File: config.mk
export PLATFORM = sky130hd
export DESIGN_NAME = alu_core
export DESIGN_NICKNAME = d
export VERILOG_FILES = /design/src/rtl/alu_core_pkg.sv /design/src/rtl/alu_core_rpadder32.sv /design/src/rtl/alu_core.sv
export SDC_FILE = /design/constraint.sdc
export NUM_CORES = 1
export LEC_CHECK = 0
export ABC_CLOCK_PERIOD_IN_PS = 1300
export BUFFER_PORTS_ARGS = -buffer_cell sky130_fd_sc_hd__buf_2
export CAP_MARGIN = 20
export CORE_MARGIN = 2
export CORE_UTILIZATION = 42
export CTS_CLUSTER_SIZE = 40
export DETAILED_ROUTE_END_ITERATION = 8
export PLACE_DENSITY = 0.71
export SLEW_MARGIN = 20
export SYNTH_ARGS = -nofsm -noshare
export SYNTH_HDL_FRONTEND = slang
export SYNTH_SLANG_ARGS = --single-unit
File: constraint.sdc
create_clock -name clk -period 1.3 [get_ports clk]
set_input_delay 0.13 -clock clk [delete_from_list [all_inputs] [get_ports clk]]
set_output_delay 0.13 -clock clk [all_outputs]
set_load 0.01 [all_outputs]
File: src/rtl/alu_core_pkg.sv
// alu_core_pkg: datapath width and logic-unit function codes shared by the ALU
package alu_core_pkg;
    localparam int ALU_WIDTH = 32;
    localparam logic [2:0] LF_AND   = 3'd0;
    localparam logic [2:0] LF_OR    = 3'd1;
    localparam logic [2:0] LF_XOR   = 3'd2;
    localparam logic [2:0] LF_NOR   = 3'd3;
    localparam logic [2:0] LF_NAND  = 3'd4;
    localparam logic [2:0] LF_XNOR  = 3'd5;
    localparam logic [2:0] LF_PASSA = 3'd6;
    localparam logic [2:0] LF_PASSB = 3'd7;
endpackage

File: src/rtl/alu_core_rpadder32.sv
// rpadder32: 32-bit ripple-carry adder built from a chain of full adders
module rpadder32 (
    input  logic [31:0] a,
    input  logic [31:0] b,
    input  logic        cin,
    output logic [31:0] sum,
    output logic        cout
);
    logic [32:0] w_c;
    assign w_c[0] = cin;
    assign cout   = w_c[32];
    for (genvar g = 0; g < 32; g++) begin : g_fa
        assign sum[g]   = a[g] ^ b[g] ^ w_c[g];
        assign w_c[g+1] = (a[g] & b[g]) | (w_c[g] & (a[g] ^ b[g]));
    end
endmodule

File: src/rtl/alu_core.sv
// alu_core: registered 32-bit add/logic ALU with NZCV flags; V is live only when ALU_CORE_OVERFLOW_EN is defined
module alu_core
    import alu_core_pkg::*;
#(
    parameter int WIDTH = ALU_WIDTH
) (
    input  logic             clk,
    input  logic             rst_n,
    input  logic [WIDTH-1:0] a,
    input  logic [WIDTH-1:0] b,
    input  logic             invert_a,
    input  logic             invert_b,
    input  logic             is_logic,
    input  logic [2:0]       logic_func_idx,
    input  logic             cin,
    input  logic             isactive,
    output logic [WIDTH-1:0] result,
    output logic             N,
    output logic             Z,
    output logic             C,
    output logic             V,
    output logic             out_valid
);
    logic [WIDTH-1:0] w_ea, w_eb, w_sum, w_logic, w_res;
    logic             w_cout, w_c, w_v;

    assign w_ea = a ^ {WIDTH{invert_a}};
    assign w_eb = b ^ {WIDTH{invert_b}};

    rpadder32 u_add (
        .a   (w_ea),
        .b   (w_eb),
        .cin (cin),
        .sum (w_sum),
        .cout(w_cout)
    );

    // logic unit: select one of eight bitwise functions of the effective operands
    always_comb begin
        w_logic = w_ea;
        case (logic_func_idx)
            LF_AND:   w_logic = w_ea & w_eb;
            LF_OR:    w_logic = w_ea | w_eb;
            LF_XOR:   w_logic = w_ea ^ w_eb;
            LF_NOR:   w_logic = ~(w_ea | w_eb);
            LF_NAND:  w_logic = ~(w_ea & w_eb);
            LF_XNOR:  w_logic = ~(w_ea ^ w_eb);
            LF_PASSA: w_logic = w_ea;
            LF_PASSB: w_logic = w_eb;
        endcase
    end

    assign w_res = is_logic ? w_logic : w_sum;
    assign w_c   = ~is_logic & w_cout;
`ifdef ALU_CORE_OVERFLOW_EN
    assign w_v = ~is_logic & (w_ea[WIDTH-1] == w_eb[WIDTH-1]) & (w_sum[WIDTH-1] != w_ea[WIDTH-1]);
`else
    assign w_v = 1'b0;
`endif

    // capture result and flags when active; out_valid marks the edge that updated them
    always_ff @(posedge clk or negedge rst_n) begin
        if (!rst_n) begin
            result    <= '0;
            N         <= 1'b0;
            Z         <= 1'b0;
            C         <= 1'b0;
            V         <= 1'b0;
            out_valid <= 1'b0;
        end else begin
            out_valid <= isactive;
            if (isactive) begin
                result <= w_res;
                N      <= w_res[WIDTH-1];
                Z      <= ~|w_res;
                C      <= w_c;
                V      <= w_v;
            end
        end
    end
endmodule

==> summary.json <==
{
  "tritoncts.num_buffers": 5,
  "cts_buffer_depth": 2,
  "worst_setup_path_startpoint": "b[0]",
  "r2r_cells": 2,
  "tritoncts": "done",
  "post-route-cell-area_mm2": 0.00952,
  "setup_clock_skew_after_layout_ns": 0,
  "grt_pass1_vias": 6652,
  "antenna_found_initial": 0,
  "detailed_route_wire_length_um": 22200,
  "critPathCapture": "Z$_DFFE_PN0P_",
  "min_period_over_period_pct": 953,
  "core_region_area_mm2": 0.0150,
  "netlist_area_mm2": 0.00637,
  "fillers": 1184,
  "final_core_util_pct": 63.3,
  "ctsHtreeMaxLevel": 2,
  "synth-seq-area-share_pct": 13.8,
  "cts_num_sinks": 35,
  "reg2reg_from": "C$_DFFE_PN0P_",
  "highest_achievable_clock_rate_ghz": 0.0807,
  "wl_per_cell_um": 18.1,
  "clk_root_buffer_cell": "sky130_fd_sc_hd__clkbuf_16",
  "postRouteAntennaNets": 0,
  "worst_hold_path_type": "in2reg",
  "vias_per_cell": 5.52,
  "max-slew-margin-rel_pct": 60.7,
  "antenna_cells_inserted": 0,
  "rows": 45,
  "failing_checks": "negative setup slack",
  "endpoint_arrival_time_on_the_critical_path_ns": 12.57,
  "timing.critical_path.slowest_stage_cell": "sky130_fd_sc_hd__fa_2",
  "drive_above_1_share_pct": 48.1,
  "dr.first_iter.drc_count": 492,
  "yosys_register_bits": 35,
  "synth_enable_flop_cells": 0,
  "clk-insertion-delay-late_ns": 0.27,
  "max_slew.worst_pin.slew_ns": 0.582,
  "initial_core_util_pct": 42.4,
  "detailroute.via_count": 6741,
  "setup_violations": 34,
  "areaGrowthSynthToFinish_pct": 49.5,
  "worst_path_dominant_cell_family": "adder cells",
  "drt_pass1_iterations": 5,
  "dr_drc_count": 0,
  "timing.critical_path.fanout_max": 2,
  "crit_path_start_kind": "input pin",
  "p_per_area_mw_per_mm2": 886,
  "gp_routability_congestion": 0.947,
  "r2r_end": "C$_DFFE_PN0P_",
  "crit_path_frequent_cell": "sky130_fd_sc_hd__fa_2",
  "grt_max_degree": 36,
  "synthTopCellsByArea": "sky130_fd_sc_hd__dfrtp_1 14%, sky130_fd_sc_hd__ha_1 13%, sky130_fd_sc_hd__fa_1 9.7%",
  "area.sequential_um2": 876,
  "post_synth.cell_area_avg_um2": 8.65,
  "path_depth": 44,
  "die_w_um": 127,
  "max-vdd-ir-drop_mv": 0.574,
  "timing.final.ws_setup_ns": -11.09,
  "outcome": "finished, violations left",
  "detailedPlacementHpwl_um": 17400,
  "clkTransAtPathRegs_ns": 0.05,
  "pin_count": 111,
  "detailed_place.area_mm2": 0.00870,
  "die_area_mm2": 0.0162,
  "die_extent_in_y_um": 127,
  "min_period_ns": 12.39,
  "nNetsFinal": 1203,
  "first_pass_grt_wire_length_um": 34800,
  "timing_worst_setup_path_type": "in2reg",
  "grt_overflow": 0,
  "cp_num_buf_inv": 4,
  "portBuffers": 109,
  "setup.reg_to_reg.worst_slack_ns": 0.46,
  "static-leakage-power_nw": 4.56,
  "multi_input_area_mm2": 0.00538,
  "ys_types": 75,
  "hold_violations": 0,
  "timing.critical_path.to_type": "register",
  "netlist.top_cell.by_area": "sky130_fd_sc_hd__dfrtp_1",
  "holdCritStartpoint": "isactive",
  "drv_slew": 0,
  "yosys.area.top_type_share_pct": 13.8,
  "share_of_synthesized_flip_flops_with_an_asynchronous_set_or_reset_pct": 100,
  "crit_required_ns": 1.48,
  "max_cap_violations": 0,
  "mappedNetlistNets": 905,
  "most_used_dff_post_synth": "sky130_fd_sc_hd__dfrtp_1",
  "synthesis.yosys.warnings": 0,
  "gr-usage-all-layers_pct": 27.0,
  "cp_max_stage_delay_ns": 0.42,
  "syn_inst": 736,
  "rsz0062_at_grt": "yes"
}
## stage by stage
stage                     power, mW  hold slack [ns]  instances  setup slack, ns  setup TNS, ns
final                          8.43            0.315       1222           -11.09        -194.07
after detailed placement       6.56            0.183       1207           -11.39        -206.15
after floorplan                4.27           -0.166        736           -11.07        -198.39
after global placement         6.42            0.180       1207           -11.25        -203.51
after CTS                      8.22            0.291       1223           -11.07        -193.20
after global routing           8.97            0.320       1222           -11.35        -198.95
## routing by layer
metal	GRT usage, %	share of wire [%]
met1	37.1	43
met2	44.1	46
met3	3.06	7.7
met4	9.50	3.6
met5	0	0
## logic make-up (layout without fill, tap and decap cells)
group,Yosys count,count (layout),synth area share [%]
other,1,1,0.0589
AOI/OAI and AO/OA,208,208,21.3
adders and majority gates,95,95,22.3
xor gates and xnor gates,73,73,12.3
DFF,35,35,13.8
muxes,44,44,8.15
and+or+nand+nor,143,143,10.7
buffers and inverters,137,435,11.4
## cell usage after synthesis (all sizes together), types with 4 or more instances
cell / n
o221ai: 9
xor2: 26
o21ai: 34
fa: 31
inv: 81
nor3: 7
dfrtp: 35
a21oi: 75
o22ai: 12
a211oi: 19
a22oi: 9
or3: 4
nor2b: 10
nor2: 66
a31oi: 7
nand2b: 6
clkbuf: 13
buf: 43
a221oi: 9
mux2: 13
o2bb2ai: 4
mux4: 5
mux2i: 26
nand2: 28
and2: 5
o211ai: 6
xnor2: 47
ha: 64
## worst reg2reg max path, delay by kind of cell (launching register included)
family           cells  cell delay (ns)
flip-flops           1             0.37
AND/OR/NAND/NOR      1             0.13
AO/OA/AOI/OAI        1             0.22
## layout by cell type, fill, tap and decap left out, types with 6 or more instances in the layout
cell type	count
sky130_fd_sc_hd__a211oi_1	19
sky130_fd_sc_hd__a21oi_1	50
sky130_fd_sc_hd__a21oi_2	20
sky130_fd_sc_hd__a221oi_1	6
sky130_fd_sc_hd__a22oi_1	9
sky130_fd_sc_hd__buf_12	10
sky130_fd_sc_hd__buf_2	105
sky130_fd_sc_hd__buf_4	205
sky130_fd_sc_hd__buf_6	23
sky130_fd_sc_hd__dfrtp_1	35
sky130_fd_sc_hd__fa_2	31
sky130_fd_sc_hd__ha_1	61
sky130_fd_sc_hd__inv_1	75
sky130_fd_sc_hd__mux2_4	8
sky130_fd_sc_hd__mux2i_1	26
sky130_fd_sc_hd__nand2_1	25
sky130_fd_sc_hd__nor2_1	60
sky130_fd_sc_hd__nor2b_1	9
sky130_fd_sc_hd__o21ai_0	29
sky130_fd_sc_hd__o221ai_1	8
sky130_fd_sc_hd__o22ai_1	11
sky130_fd_sc_hd__xnor2_1	26
sky130_fd_sc_hd__xnor2_2	14
sky130_fd_sc_hd__xnor2_4	7
sky130_fd_sc_hd__xor2_1	24
## flip-flops by register name, indices dropped and copies added, names as in the netlist
| signal | flops |
|---|---|
| C | 1 |
| out_valid | 1 |
| result | 32 |
| Z | 1 |
## where the power goes
part	switching, mW	internal [mW]
Sequential	0.136	1.34
Combinational	2.87	2.94
Clock	0.405	0.746
## timing repair
item | 4_1_cts | 5_1_grt
gates cloned | 0 | 0
resized for setup | 106 | 28
endpoints found under the setup margin | 34 | 34
buffers inserted | 17 | 6
pin swaps | 22 | 18
endpoints found under the hold margin | 35 | 0
hold buffers | 1 | 0
## area by class of cell
class / count / area share (%)
Clock inverter: 1 / 0.0526
Tap cell: 188 / 2.47
Timing Repair Buffer: 347 / 27.1
Inverter: 81 / 3.25
Multi-Input combinational cell: 564 / 56.5
Clock buffer: 6 / 1.46
Sequential cell: 35 / 9.20
## worst min-delay path by stage
| stage | endpoint | slack [ns] | cells after the start |
|---|---|---|---|
| floorplan | C$_DFFE_PN0P_ | -0.17 | 0 |
| global placement | result[0]$_DFFE_PN0P_ | 0.18 | 2 |
| detailed placement | result[2]$_DFFE_PN0P_ | 0.18 | 2 |
| CTS | out_valid$_DFF_PN0_ | 0.29 | 2 |
| global route | out_valid$_DFF_PN0_ | 0.32 | 2 |
| finish | out_valid$_DFF_PN0_ | 0.31 | 2 |
(Power assumes the default switching activity.)
